`config.mk`:
```
export PLATFORM = sky130hd
export DESIGN_NAME = program_loader
export DESIGN_NICKNAME = d
export VERILOG_FILES = /design/src/rtl/program_loader.sv
export SDC_FILE = /design/constraint.sdc
export NUM_CORES = 1
export LEC_CHECK = 0
export ABC_AREA = 1
export BUFFER_PORTS_ARGS = -buffer_cell sky130_fd_sc_hd__buf_2
export CORE_MARGIN = 5
export CORE_UTILIZATION = 48
export DETAILED_ROUTE_END_ITERATION = 16
export GPL_TIMING_DRIVEN = 1
export MAX_ROUTING_LAYER = met4
export PLACE_DENSITY = 0.74
export SLEW_MARGIN = 25
export SYNTH_ARGS = -nofsm -noshare
export SYNTH_HDL_FRONTEND = slang
export SYNTH_SLANG_ARGS = --single-unit
```
`constraint.sdc`:
```
create_clock -name clk -period 1.68 [get_ports clk]
set_clock_uncertainty 0.05 [all_clocks]
set_input_delay 0 -clock clk [delete_from_list [all_inputs] [get_ports clk]]
set_output_delay 0 -clock clk [all_outputs]
set_load 0.1 [all_outputs]
```
`src/rtl/program_loader.sv`:
```
`default_nettype none
// ============================================================================
// Module      : program_loader
// Description : Boot-time front end for the processor. Decodes a 32-bit
//               valid/ready word stream into instruction/data memory writes,
//               holds the processor in reset while loading, releases it with
//               a terminating PC and times the run until the finished flag.
// Revision    : 1.0 - initial release
// ============================================================================
// `final` is a reserved word in SystemVerilog, so the terminating-PC port is
// named final_pc.
module program_loader (
  input  logic        clk,
  input  logic        reset,        // active-low, asynchronous assert
  input  logic        in_valid,
  input  logic [31:0] in_data,
  output logic        in_ready,
  output logic        wr_en,
  output logic        wr_sel,
  output logic [7:0]  wr_addr,
  output logic [31:0] wr_data,
  output logic        proc_reset,
  output logic [31:0] final_pc,
  input  logic        signal,
  output logic        run,
  output logic        done,
  output logic        err,
  output logic [31:0] run_cycles
);

  typedef enum logic [2:0] {
    S_IDLE    = 3'd0,
    S_PAYLOAD = 3'd1,
    S_RUN     = 3'd2,
    S_DONE    = 3'd3,
    S_ERR     = 3'd4
  } state_t;

  localparam logic [1:0] CMD_LOAD_I = 2'b00;
  localparam logic [1:0] CMD_LOAD_D = 2'b01;
  localparam logic [1:0] CMD_START  = 2'b10;

  state_t      state_q, state_d;
  logic [7:0]  addr_q, addr_d;
  logic [8:0]  remaining_q, remaining_d;
  logic        wr_en_q, wr_en_d;
  logic        wr_sel_q, wr_sel_d;
  logic [7:0]  wr_addr_q, wr_addr_d;
  logic [31:0] wr_data_q, wr_data_d;
  logic        proc_reset_q, proc_reset_d;
  logic [31:0] final_q, final_d;
  logic        run_q, run_d;
  logic        done_q, done_d;
  logic        err_q, err_d;
  logic [31:0] run_cycles_q, run_cycles_d;
  logic        xfer;

  // Ready depends only on state and reset so it never loops back through in_valid.
  assign in_ready = reset & ((state_q == S_IDLE) | (state_q == S_PAYLOAD) | (state_q == S_DONE));
  assign xfer     = in_valid & in_ready;

  // Next-state and next-output decode for header, payload and run phases.
  always_comb begin
    state_d      = state_q;
    addr_d       = addr_q;
    remaining_d  = remaining_q;
    wr_en_d      = 1'b0;
    wr_sel_d     = wr_sel_q;
    wr_addr_d    = wr_addr_q;
    wr_data_d    = wr_data_q;
    proc_reset_d = proc_reset_q;
    final_d      = final_q;
    run_d        = run_q;
    done_d       = done_q;
    err_d        = err_q;
    run_cycles_d = run_cycles_q;

    case (state_q)
      // DONE decodes headers exactly like IDLE; a START here re-runs without reloading.
      S_IDLE, S_DONE: begin
        if (xfer) begin
          case (in_data[31:30])
            CMD_LOAD_I, CMD_LOAD_D: begin
              wr_sel_d     = in_data[30];
              addr_d       = in_data[15:8];
              remaining_d  = {1'b0, in_data[23:16]} + 9'd1;
              proc_reset_d = 1'b1;
              done_d       = 1'b0;
              state_d      = S_PAYLOAD;
            end
            CMD_START: begin
              final_d      = {24'b0, in_data[7:0]};
              proc_reset_d = 1'b0;
              run_d        = 1'b1;
              done_d       = 1'b0;
              run_cycles_d = 32'd0;
              state_d      = S_RUN;
            end
            default: begin
              err_d   = 1'b1;
              state_d = S_ERR;
            end
          endcase
        end
      end
      S_PAYLOAD: begin
        if (xfer) begin
          wr_en_d     = 1'b1;
          wr_addr_d   = addr_q;
          wr_data_d   = in_data;
          addr_d      = addr_q + 8'd1;   // wraps 255 -> 0 inside a segment
          remaining_d = remaining_q - 9'd1;
          if (remaining_q == 9'd1) begin
            state_d = S_IDLE;
          end
        end
      end
      S_RUN: begin
        // The edge that samples signal still counts toward the run length.
        if (run_cycles_q != 32'hFFFF_FFFF) begin
          run_cycles_d = run_cycles_q + 32'd1;
        end
        if (signal) begin
          run_d   = 1'b0;
          done_d  = 1'b1;
          state_d = S_DONE;
        end
      end
      default: begin
        // ERR: everything holds until reset.
        state_d = S_ERR;
      end
    endcase
  end

  // State and registered outputs with asynchronous active-low reset.
  always_ff @(posedge clk or negedge reset) begin
    if (!reset) begin
      state_q      <= S_IDLE;
      addr_q       <= 8'd0;
      remaining_q  <= 9'd0;
      wr_en_q      <= 1'b0;
      wr_sel_q     <= 1'b0;
      wr_addr_q    <= 8'd0;
      wr_data_q    <= 32'd0;
      proc_reset_q <= 1'b1;
      final_q      <= 32'd0;
      run_q        <= 1'b0;
      done_q       <= 1'b0;
      err_q        <= 1'b0;
      run_cycles_q <= 32'd0;
    end else begin
      state_q      <= state_d;
      addr_q       <= addr_d;
      remaining_q  <= remaining_d;
      wr_en_q      <= wr_en_d;
      wr_sel_q     <= wr_sel_d;
      wr_addr_q    <= wr_addr_d;
      wr_data_q    <= wr_data_d;
      proc_reset_q <= proc_reset_d;
      final_q      <= final_d;
      run_q        <= run_d;
      done_q       <= done_d;
      err_q        <= err_d;
      run_cycles_q <= run_cycles_d;
    end
  end

  assign wr_en      = wr_en_q;
  assign wr_sel     = wr_sel_q;
  assign wr_addr    = wr_addr_q;
  assign wr_data    = wr_data_q;
  assign proc_reset = proc_reset_q;
  assign final_pc   = final_q;
  assign run        = run_q;
  assign done       = done_q;
  assign err        = err_q;
  assign run_cycles = run_cycles_q;

endmodule
`default_nettype wire

```
==> results of run 1 <==
-- cells in the final DEF (no fill, tap or decap), types with 8 or more instances in the layout --
master,netlist,layout
dlygate4sd3_1,0,34
nand2_1,287,260
nand2_2,0,25
o21ai_0,63,31
nand4_1,8,8
o21ai_2,8,19
buf_4,27,33
buf_2,7,120
inv_1,79,76
nand3_1,48,46
nor2_4,4,12
dfrtp_1,105,79
o21ai_1,24,45
dfrtp_2,0,24
conb_1,1,24
xnor2_1,9,9
clkbuf_16,0,9
nor2_1,65,55
-- worst max path at each step --
stage | end | slack, ps | depth (start not counted)
6_report | run_cycles[11]$_DFFE_PN0P_ | 30 | 10
3_3_place_gp | run_cycles[5]$_DFFE_PN0P_ | -90 | 9
3_5_place_dp | run_cycles[2]$_DFFE_PN0P_ | -100 | 9
5_1_grt | run_cycles[11]$_DFFE_PN0P_ | -70 | 10
4_1_cts | run_cycles[11]$_DFFE_PN0P_ | -10 | 10
2_1_floorplan | final_pc[6]$_DFFE_PN0P_ | -400 | 9
-- worst max-delay path: stages (launching register included) --
cell,delay (ps)
dfrtp_4,430
ha_4,150
nand2_4,50
nor2_4,120
nand2_2,80
nor2_4,150
nand3_4,130
nand2_8,150
buf_6,150
nand2_2,50
o21ai_2,50
-- sequential cells by signal, indices dropped and copies added (netlist names) --
| signal | count |
|---|---|
| wr_sel | 1 |
| state_q | 3 |
| wr_en | 1 |
| addr_q | 8 |
| run | 1 |
| final_pc | 8 |
| proc_reset | 1 |
| wr_addr | 8 |
| run_cycles | 32 |
| err | 1 |
| remaining_q | 9 |
| done | 1 |
| wr_data | 32 |
-- what timing repair did --
item | 4_1_cts | 5_1_grt
pin swaps | 3 | 14
resized for setup | 5 | 73
setup buffers | 1 | 2
endpoints found under the hold margin | 158 | 0
endpoints found under the setup margin | 42 | 80
cloned | 0 | 0
hold buffers | 34 | 0
-- metal layers --
metal	up-vias	wire length (microns)	global-route usage, %
met5	-	0	-
met3	39	846	4.38
met1	2628	6400	28.1
li1	2807	-	-
met2	180	7850	37.1
met4	0	510	9.16
-- kinds of logic after synthesis --
| logic type | after synthesis | share of synthesized area, % |
|---|---|---|
| compound gates | 106 | 10.0 |
| xor+xnor | 12 | 1.82 |
| other cells | 1 | 0.0648 |
| flops | 106 | 45.8 |
| buf+inv | 128 | 10.5 |
| fa+ha+maj | 5 | 1.08 |
| simple gates | 428 | 30.7 |
-- Yosys cell counts, drive strengths merged --
cell,n
o21bai,1
conb,1
xnor2,9
a21oi,7
buf,37
nor2,72
dfrtp,105
xor2,3
or2,1
clkbuf,7
o21ai,95
o211ai,1
nand4,8
o22ai,1
ha,5
a22oi,1
nand2,290
nand3,50
nor3,7
inv,84
dfstp,1
-- area by class of cell --
class / instances / area share, %
inverters: 84 / 4.11
well taps: 147 / 2.38
clock inverters: 5 / 0.566
flip-flops and latches: 106 / 34.8
repair buffers: 201 / 18.2
multi-input cells: 575 / 36.8
clock buffers: 11 / 3.14
-- metrics by stage --
| stage | setup TNS [ps] | total power, uW |
|---|---|---|
| finish | 0 | 5090 |
| global route | -1370 | 5300 |
| CTS | -30.7 | 5130 |
| detailed placement | -2570 | 3010 |
| global placement | -1800 | 3010 |
| floorplan | -31290 | 2930 |
-- power groups by stage --
| stage | clock, uW | combinational, uW | sequential (uW) |
|---|---|---|---|
| after global placement | 0 | 406 | 2600 |
| final | 2070 | 468 | 2550 |
| after global routing | 2250 | 502 | 2550 |
| after floorplan | 0 | 319 | 2610 |
| after detailed placement | 0 | 406 | 2600 |
| after CTS | 2120 | 467 | 2550 |
==> out/results.txt, run 1 <==
GRT overflow: 0
Syn Area/Cell: 7.37 sq um
Leakage: 0.00380 uW
Overall routing resource usage: 22.8%
Share of cells above drive strength 1: 29.6%
Critical Path Source: run_cycles[1]$_DFFE_PN0P_
DP Wirelength: 11.1 mm
Post-route setup slack: 33.9 ps
Max Freq: 607 MHz
Fin crit period: 1650 ps
Final GP Congestion: 0.929
Routed vias/inst: 5.01
Final period util: 98.0%
Share of the synthesized area in the top cell type: 45.4%
Cell taking the most area after synthesis: dfrtp_1
Placed insts: 1,076
Maxcap violations: 0
Vias: 5,654
Startpoint Class: flip-flop
Hold Startpoint: in_valid
P_sw: 1370 uW
Die Area: 14,400 sq um
Port bufs: 122
Status: complete, no violations
Clock tree buffer depth: 2
Critical path class: reg -> reg
Sequential fraction of the synthesis area: 45.8%
Nets@finish: 1,018
Final Non-Filler Cells: 1,129
Place WS: -104 ps
P_int: 3730 uW
Clock sinks: 106
Sw frac: 26.8%
Final Setup Violations: 0
Register Area: 2690 sq um
Clock Power Share: 40.7%
Fill cell count: 1,022
Power per cell area: 658 nW/um^2
Initial Utilization: 48.6%
CP Capture Type: flip-flop
Clk slew on worst S/H paths: 70 ps
Horiz. Die Dim: 120 microns
1st-iter DRT viols: 362
Post-Syn Area: 5790 sq um
Antenna fix cells: 0
Reg2Reg Setup Slack: 30 ps
RSZ-0062 raised after global routing: yes
Vias in the first global route: 5,408
Actual slew at the worst max-slew pin: 544 ps
Final wirelength: 15.6 mm
Core Util, Final: 65.0%
Data arrival time of the critical path: 1880 ps
Antenna viol nets, final: 0
Combinational Power Share: 9.2%
Root Buffer: clkbuf_16
Avg WL per Cell: 13.8 microns
Fin. Hold Viols: 0
Die height: 120 microns
#FFs+latches synth: 106
Syn Inst Count: 786
Worst Path Required: 1910 ps
Post-route cell area: 7740 sq um
Launch point of the worst reg-to-reg path: run_cycles[1]$_DFFE_PN0P_
R2R cell count: 10
DP Area: 6840 sq um
Yosys cell types: 33
Cts bufs inserted: 9
IR Drop Worst-Case VDD: 0.611 mV
Core Region: 11,900 sq um
Worst-Skew Late Latency: 360 ps
Worst hold path type: in -> reg
CTS tree: built
Worst hold margin: 16.7 ps
Initial DRT Pass Iterations: 5
Worst hold stages: 5
Largest net degree at the start of global routing: 107
R2r endpoint: run_cycles[11]$_DFFE_PN0P_
H-tree levels: 3
DRC errors left: 0
Final slew viol count: 0
Max FO, Critical Path: 8
P&R area growth vs syn: 33.7%
First-pass GRT wire length: 25.7 mm
Row count: 40
Io pins: 147
Flop pwr share: 50.1%
Hold worst-path end: err$_DFFE_PN0P_
Multi-input gate area: 2850 sq um
Slew HR: 63.7%
Top post-synthesis cells by area: dfrtp_1 45%, nand2_1 19%, o21ai_0 5.4%, inv_1 5.1%, nor2_1 4.2%
Initial antenna violation count: 0
Syn. warnings: 0
No activity file was read; power rests on OpenSTA's default activity.
==> run 2, diff against run 1 <==
==> constraint.sdc (replaced) <==
create_clock -name clk -period 1.68 [get_ports clk]
set_clock_uncertainty 0.05 [all_clocks]
set_input_delay 0.504 -clock clk [delete_from_list [all_inputs] [get_ports clk]]
set_output_delay 0.504 -clock clk [all_outputs]
set_load 0.1 [all_outputs]
==> out/results.txt, run 2 (same netlist as run 1, synthesis figures left out) <==
Status: finished with violations
Violated checks: negative setup slack
Die Area: 14,400 sq um
H-tree levels: 3
Post-route setup slack: -236 ps
Antenna viol nets, final: 0
Nets@finish: 1,055
Hold Startpoint: in_data[27]
Worst hold stages: 3
1st-iter DRT viols: 566
Slew HR: 44.3%
Commonest non-fill, non-tap cells in the layout: 260 x nand2_1, 117 x buf_4, 81 x dfrtp_1
RSZ-0062 raised after global routing: yes
Share of cells above drive strength 1: 36.5%
Final Setup Violations: 94
CP top delay family: buffers and inverters
Antenna fix cells: 0
Largest net degree at the start of global routing: 69
P_sw: 1500 uW
Core Util, Final: 75.9%
Data arrival time of the critical path: 2150 ps
Port bufs: 122
R2r endpoint: wr_data[1]$_DFFE_PN0P_
IR Drop Worst-Case VDD: 0.474 mV
Fin crit period: 1920 ps
Clock Power Share: 42.8%
Worst-Skew Late Latency: 360 ps
DRC errors left: 0
Combinational Power Share: 8.1%
Worst hold path type: in -> reg
Clock tree buffer depth: 2
Horiz. Die Dim: 120 microns
Clock sinks: 106
WP buf/inv: 6
CP peak stage delay: 410 ps
Core Region: 11,900 sq um
Power per cell area: 575 nW/um^2
Avg WL per Cell: 17.4 microns
Initial DRT Pass Iterations: 5
DP Wirelength: 11.9 mm
Io pins: 147
Worst Path Required: 1910 ps
Routed vias/inst: 5.42
GRT overflow: 0
Vias: 6,321
Flop pwr share: 49.0%
Maxcap violations: 0
Slowest stage cell, crit path: dfrtp_1
P_int: 3700 uW
CP Capture Type: flip-flop
Sw frac: 28.9%
Overall routing resource usage: 24.7%
Final period util: 114%
Row count: 40
Final wirelength: 20.2 mm
Cts bufs inserted: 9
Place WS: -119 ps
Die height: 120 microns
Crit-path cells: inv_2 > nor2_4 > nor2_4 > buf_4 > nand2_4 > buf_4 > nor2_4 > buf_4 > inv_4 > buf_6 > o21ai_1
R2R cell count: 11
Vias in the first global route: 5,897
Root Buffer: clkbuf_16
Launch point of the worst reg-to-reg path: state_q[1]$_DFFE_PN0P_
Met3 wire length: 1.35 mm
Max FO, Critical Path: 16
First-pass GRT wire length: 27.9 mm
Wl on met1: 7.37 mm
Initial Utilization: 48.6%
Reg2Reg Setup Slack: -240 ps
Max layer used: met4
Most common cell after layout, fill and taps aside: nand2_1
Initial antenna violation count: 0
P&R area growth vs syn: 56.1%
Final slew viol count: 0
Actual slew at the worst max-slew pin: 836 ps
Leakage: 0.00439 uW
Critical path class: reg -> reg
Hold worst-path end: wr_data[27]$_DFFE_PN0P_
CTS tree: built
Final GP Congestion: 0.930
Startpoint Class: flip-flop
Max Freq: 522 MHz
Fin. Hold Viols: 0
Clk slew on worst S/H paths: 90 ps
Met2 routed WL: 10.6 mm
[run 2: tightest hold or removal path, delay by kind of cell]
family / cells / cell delay [ps]
and+or+nand+nor: 2 / 90
buffers and inverters: 1 / 70
[run 2: power by group through the flow]
stage / sequential (uW) / clock [uW] / combinational [uW]
floorplan: 2610 / 0 / 319
global placement: 2600 / 0 / 417
detailed placement: 2600 / 0 / 420
CTS: 2550 / 2220 / 420
global route: 2550 / 2340 / 451
finish: 2550 / 2230 / 423
[run 2: stage by stage]
step                      instance area [sq um]  TNS, ps  hold WS [ps]  power [uW]  cells
final                                      9040   -12990           289        5200   1166
after global placement                     7640    -1850           398        3020   1107
after CTS                                  8400    -2820           291        5200   1140
after global routing                       9040   -16930           309        5350   1166
after floorplan                            6000   -31650           158        2930    809
after detailed placement                   7640    -4360           400        3020   1107
[run 2: how the worst max path moves through the flow]
| stage | endpoint | cells past startpoint | from | slack (ps) |
|---|---|---|---|---|
| 3_3_place_gp | run_cycles[31]$_DFFE_PN0P_ | 8 | reset | -90 |
| 2_1_floorplan | final_pc[6]$_DFFE_PN0P_ | 8 | reset | -400 |
| 4_1_cts | in_ready | 5 | state_q[2]$_DFFE_PN0P_ | -180 |
| 3_5_place_dp | run_cycles[11]$_DFFE_PN0P_ | 8 | reset | -120 |
| 6_report | wr_data[1]$_DFFE_PN0P_ | 11 | state_q[1]$_DFFE_PN0P_ | -240 |
| 5_1_grt | wr_data[1]$_DFFE_PN0P_ | 11 | state_q[1]$_DFFE_PN0P_ | -270 |
[run 2: area by class of cell]
class / count / area [sq um]
Clock inverter: 7 / 96.3
Tap cell: 147 / 184
Multi-Input combinational cell: 577 / 2990
Fill cell: 761 / 2870
Timing Repair inverter: 1 / 6.26
Sequential cell: 106 / 2690
Clock buffer: 9 / 225
Timing Repair Buffer: 235 / 2510
Inverter: 84 / 333
[run 2: metal layers]
layer / up-vias / GRT usage, %
li1: 2901 / -
met1: 3013 / 28.5
met2: 324 / 42.6
met3: 83 / 3.68
met4: 0 / 11.4
met5: - / -
[run 2: repair_timing]
item	in CTS	in global routing
cloned	2	11
gates resized for setup	84	101
hold buffers	0	0
pin swaps	5	20
buffers inserted	15	20
setup endpoints to repair	139	106
==> run 3, diff against run 2 <==
CORE_MARGIN = 4   (was 5)
==> out/results.txt, run 3 (same netlist as run 1, synthesis figures left out) <==
Slew HR: 64.7%
Clock sinks: 106
Clk slew on worst S/H paths: 80 ps
Fin. Hold Viols: 0
Maxcap violations: 0
Io pins: 147
Row count: 39
Commonest non-fill, non-tap cells in the layout: 275 x nand2_1, 122 x buf_4, 81 x dfrtp_1
Total Power: 5160 uW
Violated checks: negative setup slack
H-tree levels: 3
Most common cell after layout, fill and taps aside: nand2_1
Final wirelength: 18.1 mm
Fin crit period: 1860 ps
Horiz. Die Dim: 118 microns
Startpoint Class: flip-flop
CP Capture Type: flip-flop
CP endpoint: run_cycles[0]$_DFFE_PN0P_
Max FO, Critical Path: 6
RSZ-0062 raised after global routing: yes
GRT overflow: 0
Overall routing resource usage: 24.3%
Nets@finish: 1,033
Root Buffer: clkbuf_16
R2R cell count: 10
Antenna fix cells: 0
Initial DRT Pass Iterations: 5
Antenna viol nets, final: 0
Max Freq: 538 MHz
Setup TNS: -5390 ps
First-pass GRT wire length: 27.0 mm
Clock tree buffer depth: 2
Final period util: 111%
Vias: 6,051
Reg2Reg Setup Slack: -180 ps
Worst hold path type: in -> async
Final slew viol count: 0
Core Region: 11,600 sq um
1st-iter DRT viols: 621
Cts bufs inserted: 9
Final Setup Violations: 49
Data arrival time of the critical path: 2050 ps
DRC errors left: 0
Initial antenna violation count: 0
Share of cells above drive strength 1: 31.8%
DP Wirelength: 11.8 mm
Vias in the first global route: 5,775
Initial Utilization: 49.8%
Die height: 118 microns
Post-route setup slack: -180 ps
Launch point of the worst reg-to-reg path: state_q[1]$_DFFE_PN0P_
Final GP Congestion: 0.927
Status: finished with violations
Critical Path Source: state_q[1]$_DFFE_PN0P_
Leakage: 0.00411 uW
Worst Path Required: 1870 ps
R2r endpoint: run_cycles[0]$_DFFE_PN0P_
Power per cell area: 608 nW/um^2
Actual slew at the worst max-slew pin: 529 ps
Largest net degree at the start of global routing: 65
P&R area growth vs syn: 46.6%
Avg WL per Cell: 15.9 microns
IR Drop Worst-Case VDD: 0.393 mV
Routed vias/inst: 5.31
Critical path class: reg -> reg
Port bufs: 122
Die Area: 13,900 sq um
CTS tree: built
Worst-Skew Late Latency: 360 ps
Core Util, Final: 73.1%
## run 3: changes by cell type in the layout (fill, tap and decap cells not counted), sizes merged
cell,before,now
inv,88,86
nand2,292,293
clkbuf,15,14
buf,229,208
clkinv,4,5
## run 3: per-stage QoR
stage,hold slack (ps),area [sq um],cells,setup WS [ps]
detailed placement,407,7550,1099,-120
CTS,203,8150,1124,-169
global placement,397,7550,1099,-86.7
finish,200,8490,1140,-180
global route,221,8490,1140,-238
floorplan,158,6000,809,-403
## run 3: timing repair
action	CTS	global route
endpoints found under the setup margin	86	102
cloned	1	7
buffers inserted	8	10
pin swaps	6	8
hold buffers	0	0
gates resized for setup	73	44
## run 3: how the worst min path moves through the flow
stage	to	cells after the start	start	slack [ps]
finish	final_pc[7]$_DFFE_PN0P_	2	reset	200
CTS	final_pc[7]$_DFFE_PN0P_	2	reset	200
floorplan	addr_q[0]$_DFFE_PN0P_	0	reset	160
global placement	err$_DFFE_PN0P_	2	err$_DFFE_PN0P_	400
detailed placement	wr_data[16]$_DFFE_PN0P_	2	wr_data[16]$_DFFE_PN0P_	410
global route	final_pc[7]$_DFFE_PN0P_	2	reset	220
## run 3: layer usage
metal  track usage (%)  share of wire, %
met5                 -                 0
met4              10.0               3.9
met3              3.32               5.7
met2              42.7                53
met1              28.0                38
## run 3: area by class of cell
| class | instances | area, sq um |
|---|---|---|
| Tap cell | 143 | 179 |
| Fill cell | 831 | 3130 |
| Sequential cell | 106 | 2690 |
| Clock buffer | 9 | 225 |
| Inverter | 84 | 333 |
| Clock inverter | 7 | 91.3 |
| Multi-Input combinational cell | 578 | 2820 |
| Timing Repair Buffer | 213 | 2150 |
## run 3: worst max-delay path, stage by stage (launching register included)
cell and delay [ps]:
dfrtp_1 420, inv_2 90, nor2_4 50, nor2_4 100
buf_4 150, nand2_8 80, a21oi_4 310, nand2_8 180
clkbuf_16 200, nand2_1 60, o21ai_1 60
## run 3: report_power, final
| group | internal (uW) | switching [uW] |
|---|---|---|
| clock | 1080 | 1110 |
| sequential | 2550 | 0.979 |
| combinational | 61.2 | 359 |
